--- src/rtl/alu_issue_ctrl.sv ---
// ALU issue controller: holds an 8x16 register file and issues one instruction at a time to an external ALU.
// Accept-to-done latency is 1+ALU_WAIT edges. instr_ready stays low from accept until write-back, which stalls new instructions.
module alu_issue_ctrl #(
    parameter int ALU_WAIT = 2
) (
    input  logic        clk,
    input  logic        rst_n,
    input  logic        instr_valid,
    input  logic [15:0] instr,
    output logic        instr_ready,
    input  logic        ld_en,
    input  logic [2:0]  ld_addr,
    input  logic [15:0] ld_data,
    input  logic [2:0]  rd_addr,
    output logic [15:0] rd_data,
    output logic [15:0] alu_a,
    output logic [15:0] alu_b,
    output logic [4:0]  alu_code,
    input  logic [15:0] alu_c,
    input  logic        alu_ovf,
    output logic [15:0] result,
    output logic        done,
    output logic        illegal,
    output logic        ovf_flag,
    input  logic        ovf_clr
);
    typedef enum logic [1:0] {
        IDLE  = 2'd0,
        ISSUE = 2'd1,
        WAIT  = 2'd2
    } state_t;

    localparam logic [3:0] CNT_INIT = 4'(ALU_WAIT - 1);

    state_t      r_state;
    state_t      w_state_nxt;
    logic [13:0] r_instr;
    logic [15:0] r_regs [8];
    logic [3:0]  r_cnt;
    logic [15:0] r_alu_a;
    logic [15:0] r_alu_b;
    logic [4:0]  r_alu_code;
    logic [15:0] r_result;
    logic        r_done;
    logic        r_illegal;
    logic        r_ovf_flag;

    logic [4:0]  w_code;
    logic [2:0]  w_rd;
    logic [2:0]  w_rs;
    logic [2:0]  w_rt;
    logic        w_legal;
    logic        w_ovf_code;
    logic        w_accept;
    logic        w_issue_ok;
    logic        w_issue_bad;
    logic        w_capture;
    logic        w_ld_wr;
    logic        w_unused;

    // Low two instruction bits carry no meaning and are never stored.
    assign w_unused = &{1'b0, instr[1:0]};

    assign w_code = r_instr[13:9];
    assign w_rd   = r_instr[8:6];
    assign w_rs   = r_instr[5:3];
    assign w_rt   = r_instr[2:0];

    assign w_legal = (w_code <= 5'd5)
                  || ((w_code >= 5'd8)  && (w_code <= 5'd10))
                  || (w_code == 5'd12)
                  || ((w_code >= 5'd16) && (w_code <= 5'd19))
                  || ((w_code >= 5'd24) && (w_code <= 5'd29));

    assign w_ovf_code = (w_code == 5'd0) || (w_code == 5'd2)
                     || (w_code == 5'd4) || (w_code == 5'd5);

    // Loads lose to an instruction accepted in the same cycle.
    assign w_ld_wr = (r_state == IDLE) && ld_en && !instr_valid && (ld_addr != 3'd0);

    always_comb begin
        w_state_nxt = r_state;
        w_accept    = 1'b0;
        w_issue_ok  = 1'b0;
        w_issue_bad = 1'b0;
        w_capture   = 1'b0;
        case (r_state)
            IDLE: begin
                if (instr_valid) begin
                    w_accept    = 1'b1;
                    w_state_nxt = ISSUE;
                end
            end
            ISSUE: begin
                if (w_legal) begin
                    w_issue_ok  = 1'b1;
                    w_state_nxt = WAIT;
                end else begin
                    w_issue_bad = 1'b1;
                    w_state_nxt = IDLE;
                end
            end
            WAIT: begin
                if (r_cnt == 4'd0) begin
                    w_capture   = 1'b1;
                    w_state_nxt = IDLE;
                end
            end
            default: w_state_nxt = IDLE;
        endcase
    end

    always_ff @(posedge clk or negedge rst_n) begin
        if (!rst_n) begin
            r_state    <= IDLE;
            r_instr    <= '0;
            r_cnt      <= '0;
            r_alu_a    <= '0;
            r_alu_b    <= '0;
            r_alu_code <= '0;
            r_result   <= '0;
            r_done     <= 1'b0;
            r_illegal  <= 1'b0;
            r_ovf_flag <= 1'b0;
            for (int i = 0; i < 8; i++) begin
                r_regs[i] <= '0;
            end
        end else begin
            r_state   <= w_state_nxt;
            r_done    <= w_capture;
            r_illegal <= w_issue_bad;

            if (w_accept) begin
                r_instr <= instr[15:2];
            end

            if (w_issue_ok) begin
                r_alu_a    <= r_regs[w_rs];
                r_alu_b    <= r_regs[w_rt];
                r_alu_code <= w_code;
                r_cnt      <= CNT_INIT;
            end else if ((r_state == WAIT) && (r_cnt != 4'd0)) begin
                r_cnt <= r_cnt - 4'd1;
            end

            if (w_capture) begin
                r_result <= alu_c;
                if (w_rd != 3'd0) begin
                    r_regs[w_rd] <= alu_c;
                end
            end

            if (w_ld_wr) begin
                r_regs[ld_addr] <= ld_data;
            end

            // A set at write-back wins over a simultaneous clear.
            if (w_capture && alu_ovf && w_ovf_code) begin
                r_ovf_flag <= 1'b1;
            end else if (ovf_clr) begin
                r_ovf_flag <= 1'b0;
            end
        end
    end

    assign instr_ready = (r_state == IDLE);
    assign rd_data     = (rd_addr == 3'd0) ? 16'h0000 : r_regs[rd_addr];
    assign alu_a       = r_alu_a;
    assign alu_b       = r_alu_b;
    assign alu_code    = r_alu_code;
    assign result      = r_result;
    assign done        = r_done;
    assign illegal     = r_illegal;
    assign ovf_flag    = r_ovf_flag;

endmodule

--- config.mk ---
export PLATFORM = sky130hd
export DESIGN_NAME = alu_issue_ctrl
export DESIGN_NICKNAME = d
export VERILOG_FILES = /design/src/rtl/alu_issue_ctrl.sv
export SDC_FILE = /design/constraint.sdc
export NUM_CORES = 1
export LEC_CHECK = 0
export ABC_AREA = 1
export CORE_ASPECT_RATIO = 0.75
export CORE_UTILIZATION = 65
export DETAILED_ROUTE_END_ITERATION = 8
export DONT_BUFFER_PORTS = 1
export GPL_TIMING_DRIVEN = 1
export PLACE_DENSITY = 0.81
export SLEW_MARGIN = 25
export SYNTH_ARGS = -nofsm -noshare
export SYNTH_HDL_FRONTEND = slang
export SYNTH_SLANG_ARGS = --single-unit
export TNS_END_PERCENT = 10
--- constraint.sdc ---
create_clock -name clk -period 2.7 [get_ports clk]
set_clock_uncertainty 0.1 [all_clocks]
set_input_delay 0.405 -clock clk [delete_from_list [all_inputs] [get_ports clk]]
set_output_delay 0.405 -clock clk [all_outputs]
set_load 0.03 [all_outputs]
* Word-level counts from Yosys, hierarchy flattened
Cells that the tools add are included.
Cells by class: reductions and logical operators 29, muxes and demuxes 35, bitwise logic cells 5, eq/ne operators 8, add/sub/neg operators 1, magnitude comparators 14
Operators by type and width (count):
- $mux W128 | 3
- $bwmux W128 | 2
- $bmux W16 S3 | 3
- $mux W16 | 9
- $demux W16 S3 | 2
- $ge A4 B4 Y1 const B | 5
- $not A3 Y4 | 5
- $logic_and A1 B1 Y1 | 11
- $eq A5 B3 Y1 const B | 2
- $ge A5 B5 Y1 const B | 2
- $le A5 B5 Y1 const B | 2
- $mux W1 | 10
- $lt A4 B1 Y1 const B | 2
- $mux W4 | 2
- $logic_or A1 B1 Y1 | 7
- $mux W2 | 3
- $pmux W2 S3 | 1
- $reduce_bool A3 Y1 | 2
- $eq A5 B2 Y1 const B | 1
- $eq A5 B4 Y1 const B | 1
- $ge A5 B4 Y1 const B | 1
- $le A5 B3 Y1 const B | 1
- $le A5 B4 Y1 const B | 1
- $logic_not A5 Y1 | 1
- 11 further kinds | 13
Storage, ports and cells: flip-flop bits (word level) 204, input port bits 60, word-level logic and storage cells 110, output and inout bits 73

* Longest topological paths before layout
depth in word-level cells 10, depth in mapped cells 11, mapped depth without buffers 9

* Least setup slack after synthesis
Ideal clock, no wire load.
path kind input -> output, start point input rd_addr[1], end point output rd_data[10], required time 2.195 ns, stages 6, slack 0.579 ns, arrival time 1.616 ns, path buffers 2, cell sequence clkbuf_1 inv_1 nand2_1 clkbuf_1 nand2_1 nor2_1
Between the ends: cells in the longest elaborated chain, start to end 5, elaborated cells on any way between the ends 6, those cells by class mux (4); bitwise (1); reduce/logical (1)
Ends and longest elaborated chain:
- start: declaration | line 14 | input logic [2:0] rd_addr,
- $not A3 Y4 (implied by the code) | line 167 | assign rd_data = (rd_addr == 3'd0) ? 16'h0000 : r_regs[rd_addr];
- $bmux W16 S3 | line 167
- $mux W16 (implied by the code) (2 in a row) | line 167
- $mux W16 * | line 167
- end: declaration | line 15 | output logic [15:0] rd_data,
Mark *: on every way between the ends. The rest lies on a longest branch, timed or not. The select of a mux whose other input is x is not followed.

* Worst setup path in the final report
start point register r_regs[21] in the netlist's numbering, end point output rd_data[5]
Between the ends: cells in the longest elaborated chain, start to end 4
Ends and longest elaborated chain:
- start: declaration | line 38 | logic [15:0] r_regs [8];
- start signal: indexed assignment | line 149 | r_regs[w_rd] <= alu_c;
- start signal: indexed assignment | line 154 | r_regs[ld_addr] <= ld_data;
- $bmux W16 S3 | line 167
- $mux W16 (implied by the code) (2 in a row) | line 167
- $mux W16 | line 167
Every way passes these cells. The select of a mux whose other input is x is not followed.

==> parameters.txt <==
Parameter                              Value

Outcome
  Status ... finished with violations
  Violated checks ... hold timing

Setup path
  Destination of the worst register-to-register timing path ... ovf_flag
  Buffering stage count on the worst path with inverters included ... 2
  FF-to-FF setup slack ... ~0.25 ns
  CP cell instances ... inv_1 > a21oi_1 > o21ai_0 > nand3_1 > nand2_1 > nor2_1 > buf_4
  Setup crit start kind ... flop
  Maximum fanout count along the critical path ... 3
  Worst path required time ... ~2.2 ns
  Crit end category ... output port
  Category of the most critical setup path ... flop to output port
  Delay-heaviest family, CP ... simple AND/OR/NAND/NOR gates
  Reg-to-Reg Start ... r_cnt[0]
  Worst Reg2Reg Path Length in Cells ... 8
  Arr. time, crit path ... roughly 2.0 ns
  CP max-delay cell ... sky130_fd_sc_hd__dfrtp_1
  Largest stage delay on the critical path ... just under 0.4 ns

Synthesis
  Combinational family with the most area after synthesis ... simple AND/OR/NAND/NOR gates
  Count of mapped cells out of synthesis ... 2455
  Synthesized flop and latch total ... about 200
  Share of synthesized area occupied by flip-flops and latches ... 0.352
  Post-synthesis adder-cell area fraction ... 0.00173
  Compound-cell area share of the yosys netlist ... 0.0951
  Net count of the mapped netlist ... about 2500
  Area contributors post-synth ... sky130_fd_sc_hd__dfrtp_1 35%, sky130_fd_sc_hd__nand2_1 29%, sky130_fd_sc_hd__nand3_1 11%, sky130_fd_sc_hd__inv_1 7.7%, sky130_fd_sc_hd__o21ai_0 6.6%
  Synthesized area per cell ... approximately 5.9 um2
  Xor/xnor cell area share of the yosys netlist ... 0.000604
  Area fraction in and, or, nand and nor cells after synthesis ... 0.420
  Post-synth top area share ... 0.352
  Number of unique standard cell types used by synthesis ... 25
  Count of warnings emitted by yosys ... 0
  Cell area after synthesis ... ~14000 um2
  Share of cell area taken by muxes after synthesis ... 0
  Cell accounting for the most synthesized area ... sky130_fd_sc_hd__dfrtp_1

Pwr
  Fraction of power consumed by sequential logic ... 0.320
  Tot Pwr ... ~20 mW
  IR drop worst, VDD ... between 0.8 and 0.9 mV
  Total internal power ... between 9 and 10 mW
  Switching Fraction ... 0.521
  Net switching power ... 10.6 mW
  Pwr Density ... ~1300 nW/um2
  Logic gate share of total power ... 0.528
  Clock share of power ... 0.152
  Leakage power of the design ... 9.00 nW

STA
  Setup TNS Final ... 0 ns
  Final setup vio count ... 0
  Slew at the pin closest to its max-slew limit ... just under 0.8 ns
  Remaining max-slew budget at the tightest pin ... 0.483
  Final-layout worst hold slack ... -0.515 ns
  Final period utilization ... 0.919
  Min Clock Period, post-route ... roughly 2.5 ns
  Worst path setup slack after routing ... 0.219 ns
  Setup repair after global routing missed its margin ... no
  Peak clock frequency supported by timing ... 403 MHz
  Count of endpoints failing hold in the final timing report ... between 200 and 250
  Number of pins exceeding their max-slew limit in the final report ... 0

Clock tree
  Hold-fix buffers at CTS ... 15
  CTS HTree Levels ... 1
  Total number of clock tree sinks ... 204
  Postcts setup bufs ... 0
  Reg clk slew, reported paths ... approximately 0.060 ns
  Total of cells resized after clock tree synthesis ... 0
  TritonCTS clock tree ... done
  Number of buffers added by the clock tree synthesis step ... 23
  Longest Clk Path Bufs ... 3
  Skew-Pair Late Insertion Delay ... roughly 0.53 ns
  CTS Root Buffer Type ... sky130_fd_sc_hd__clkbuf_16

GRT
  Pin count of the biggest net entering global routing ... slightly above 200
  Antenna violations before repair ... 1
  Grt ovf ... 0
  Vias in the first global route ... roughly 14000
  Global-route wire length before repair ... 77300 um
  Global Route Usage Sum ... 0.427

Placement
  Final RePlAce weighted congestion ... 0.955
  Quantity of I/O buffers inserted on ports ... 0
  Post-detail-place hpwl ... between 30000 and 40000 um
  Pre-CTS setup slack ... about 0.66 ns

Route
  Via density ... between 5 and 6
  Detailed-route wire length ... between 40000 and 50000 um
  Drt initial violations ... between 2000 and 2500
  DRC viols ... 0
  Via count ... ~16000
  Number of nets still failing antenna checks after routing ... 0
  Detailed-routing iteration count for the pre-antenna-repair pass ... 6
  Drt wl/cell ... approximately 18 um

Layout
  Area added between synthesis and finish ... 6.99%
  Most common cell after layout, fill and taps aside ... sky130_fd_sc_hd__nand2_1
  Number of filler cells placed in the layout ... around 1900
  Commonest non-fill, non-tap cells in the layout ... 1134 x sky130_fd_sc_hd__nand2_1, 309 x sky130_fd_sc_hd__nand3_1, 295 x sky130_fd_sc_hd__inv_1, 202 x sky130_fd_sc_hd__dfrtp_1, 192 x sky130_fd_sc_hd__o21ai_0
  Antenna diodes ... 0
  Net count of the finished layout ... between 2000 and 2500
  Share of cells above drive strength 1 ... 0.0479

Die
  Site Rows ... 46
  Placeable core area ... approximately 22000 um2
  Horizontal die dimension ... ~170 um
  DIE HEIGHT ... around 130 um
  Number of placed I/O pins ... ~130
  Initial core utilization ... 0.673
  Area of the die ... approximately 23000 um2

Run
  Total of max-cap violations ... 0

Hold path
  Min-Delay Path Class ... input port to asynchronous set/reset pin
-- metrics by stage --
stage	area [um2]	std cells	utilization
2_1_floorplan	14500	2455	-
3_3_place_gp	14600	2637	0.680
3_5_place_dp	14600	2637	0.680
4_1_cts	15500	2691	0.720
5_1_grt	15500	2691	0.720
6_report	15500	2691	0.720
-- power groups by stage --
stage,clock network [mW],registers (mW),logic (mW)
floorplan,0,6.06,7.92
global placement,0,6.46,10.0
detailed placement,0,6.52,10.4
CTS,3.11,6.48,10.5
global route,3.23,6.65,12.1
finish,3.11,6.53,10.8
-- cell families (layout without fill, tap and decap cells) --
logic type                 count (synthesis)  after routing
buffers and inverters                    475            423
xor gates and xnor gates                   1              1
and+or+nand+nor                         1498           1498
adders and majority gates                  2              2
DFF                                      204            204
AOI/OAI and AO/OA                        275            275
-- cell type report --
class	instances	area [um2]	area share
Timing Repair Buffer	75	663	0.0428
Clock inverter	4	73.8	0.00476
Tap cell	288	360	0.0232
Inverter	309	1160	0.0749
Multi-Input combinational cell	1776	7500	0.484
Sequential cell	204	5110	0.329
Clock buffer	35	641	0.0413
-- cells in the mapped netlist, drive strengths merged --
cell type and count:
nand2 1136, dfrtp 204, o22ai 1, ha 2
a21oi 65, clkinv 2, nor3 2, xor2 1
a31oi 1, nor2 49, o21ai 208, nand3 310
nand4 1, inv 307, clkbuf 78, buf 88
-- worst max-delay path by stage --
stage / startpoint / end / cells after the start
2_1_floorplan: rd_addr[1] / rd_data[10] / 6
3_3_place_gp: rd_addr[0] / rd_data[8] / 8
3_5_place_dp: rd_addr[0] / rd_data[8] / 8
4_1_cts: r_regs[21] / rd_data[5] / 7
5_1_grt: r_cnt[0] / ovf_flag / 8
6_report: r_regs[21] / rd_data[5] / 7
-- registers in the layout, indices dropped and copies added (netlist names) --
register	count
alu_b	16
r_instr	14
done	1
alu_code	5
r_regs	128
r_state	2
ovf_flag	1
result	16
r_cnt	4
alu_a	16
illegal	1
-- layer usage --
metal,global-route usage,routed length [um]
met2,0.641,21500
met1,0.595,19200
met5,0,13
met4,0.233,2950
met3,0.0625,5310
Power figures use the tool's default switching activity.
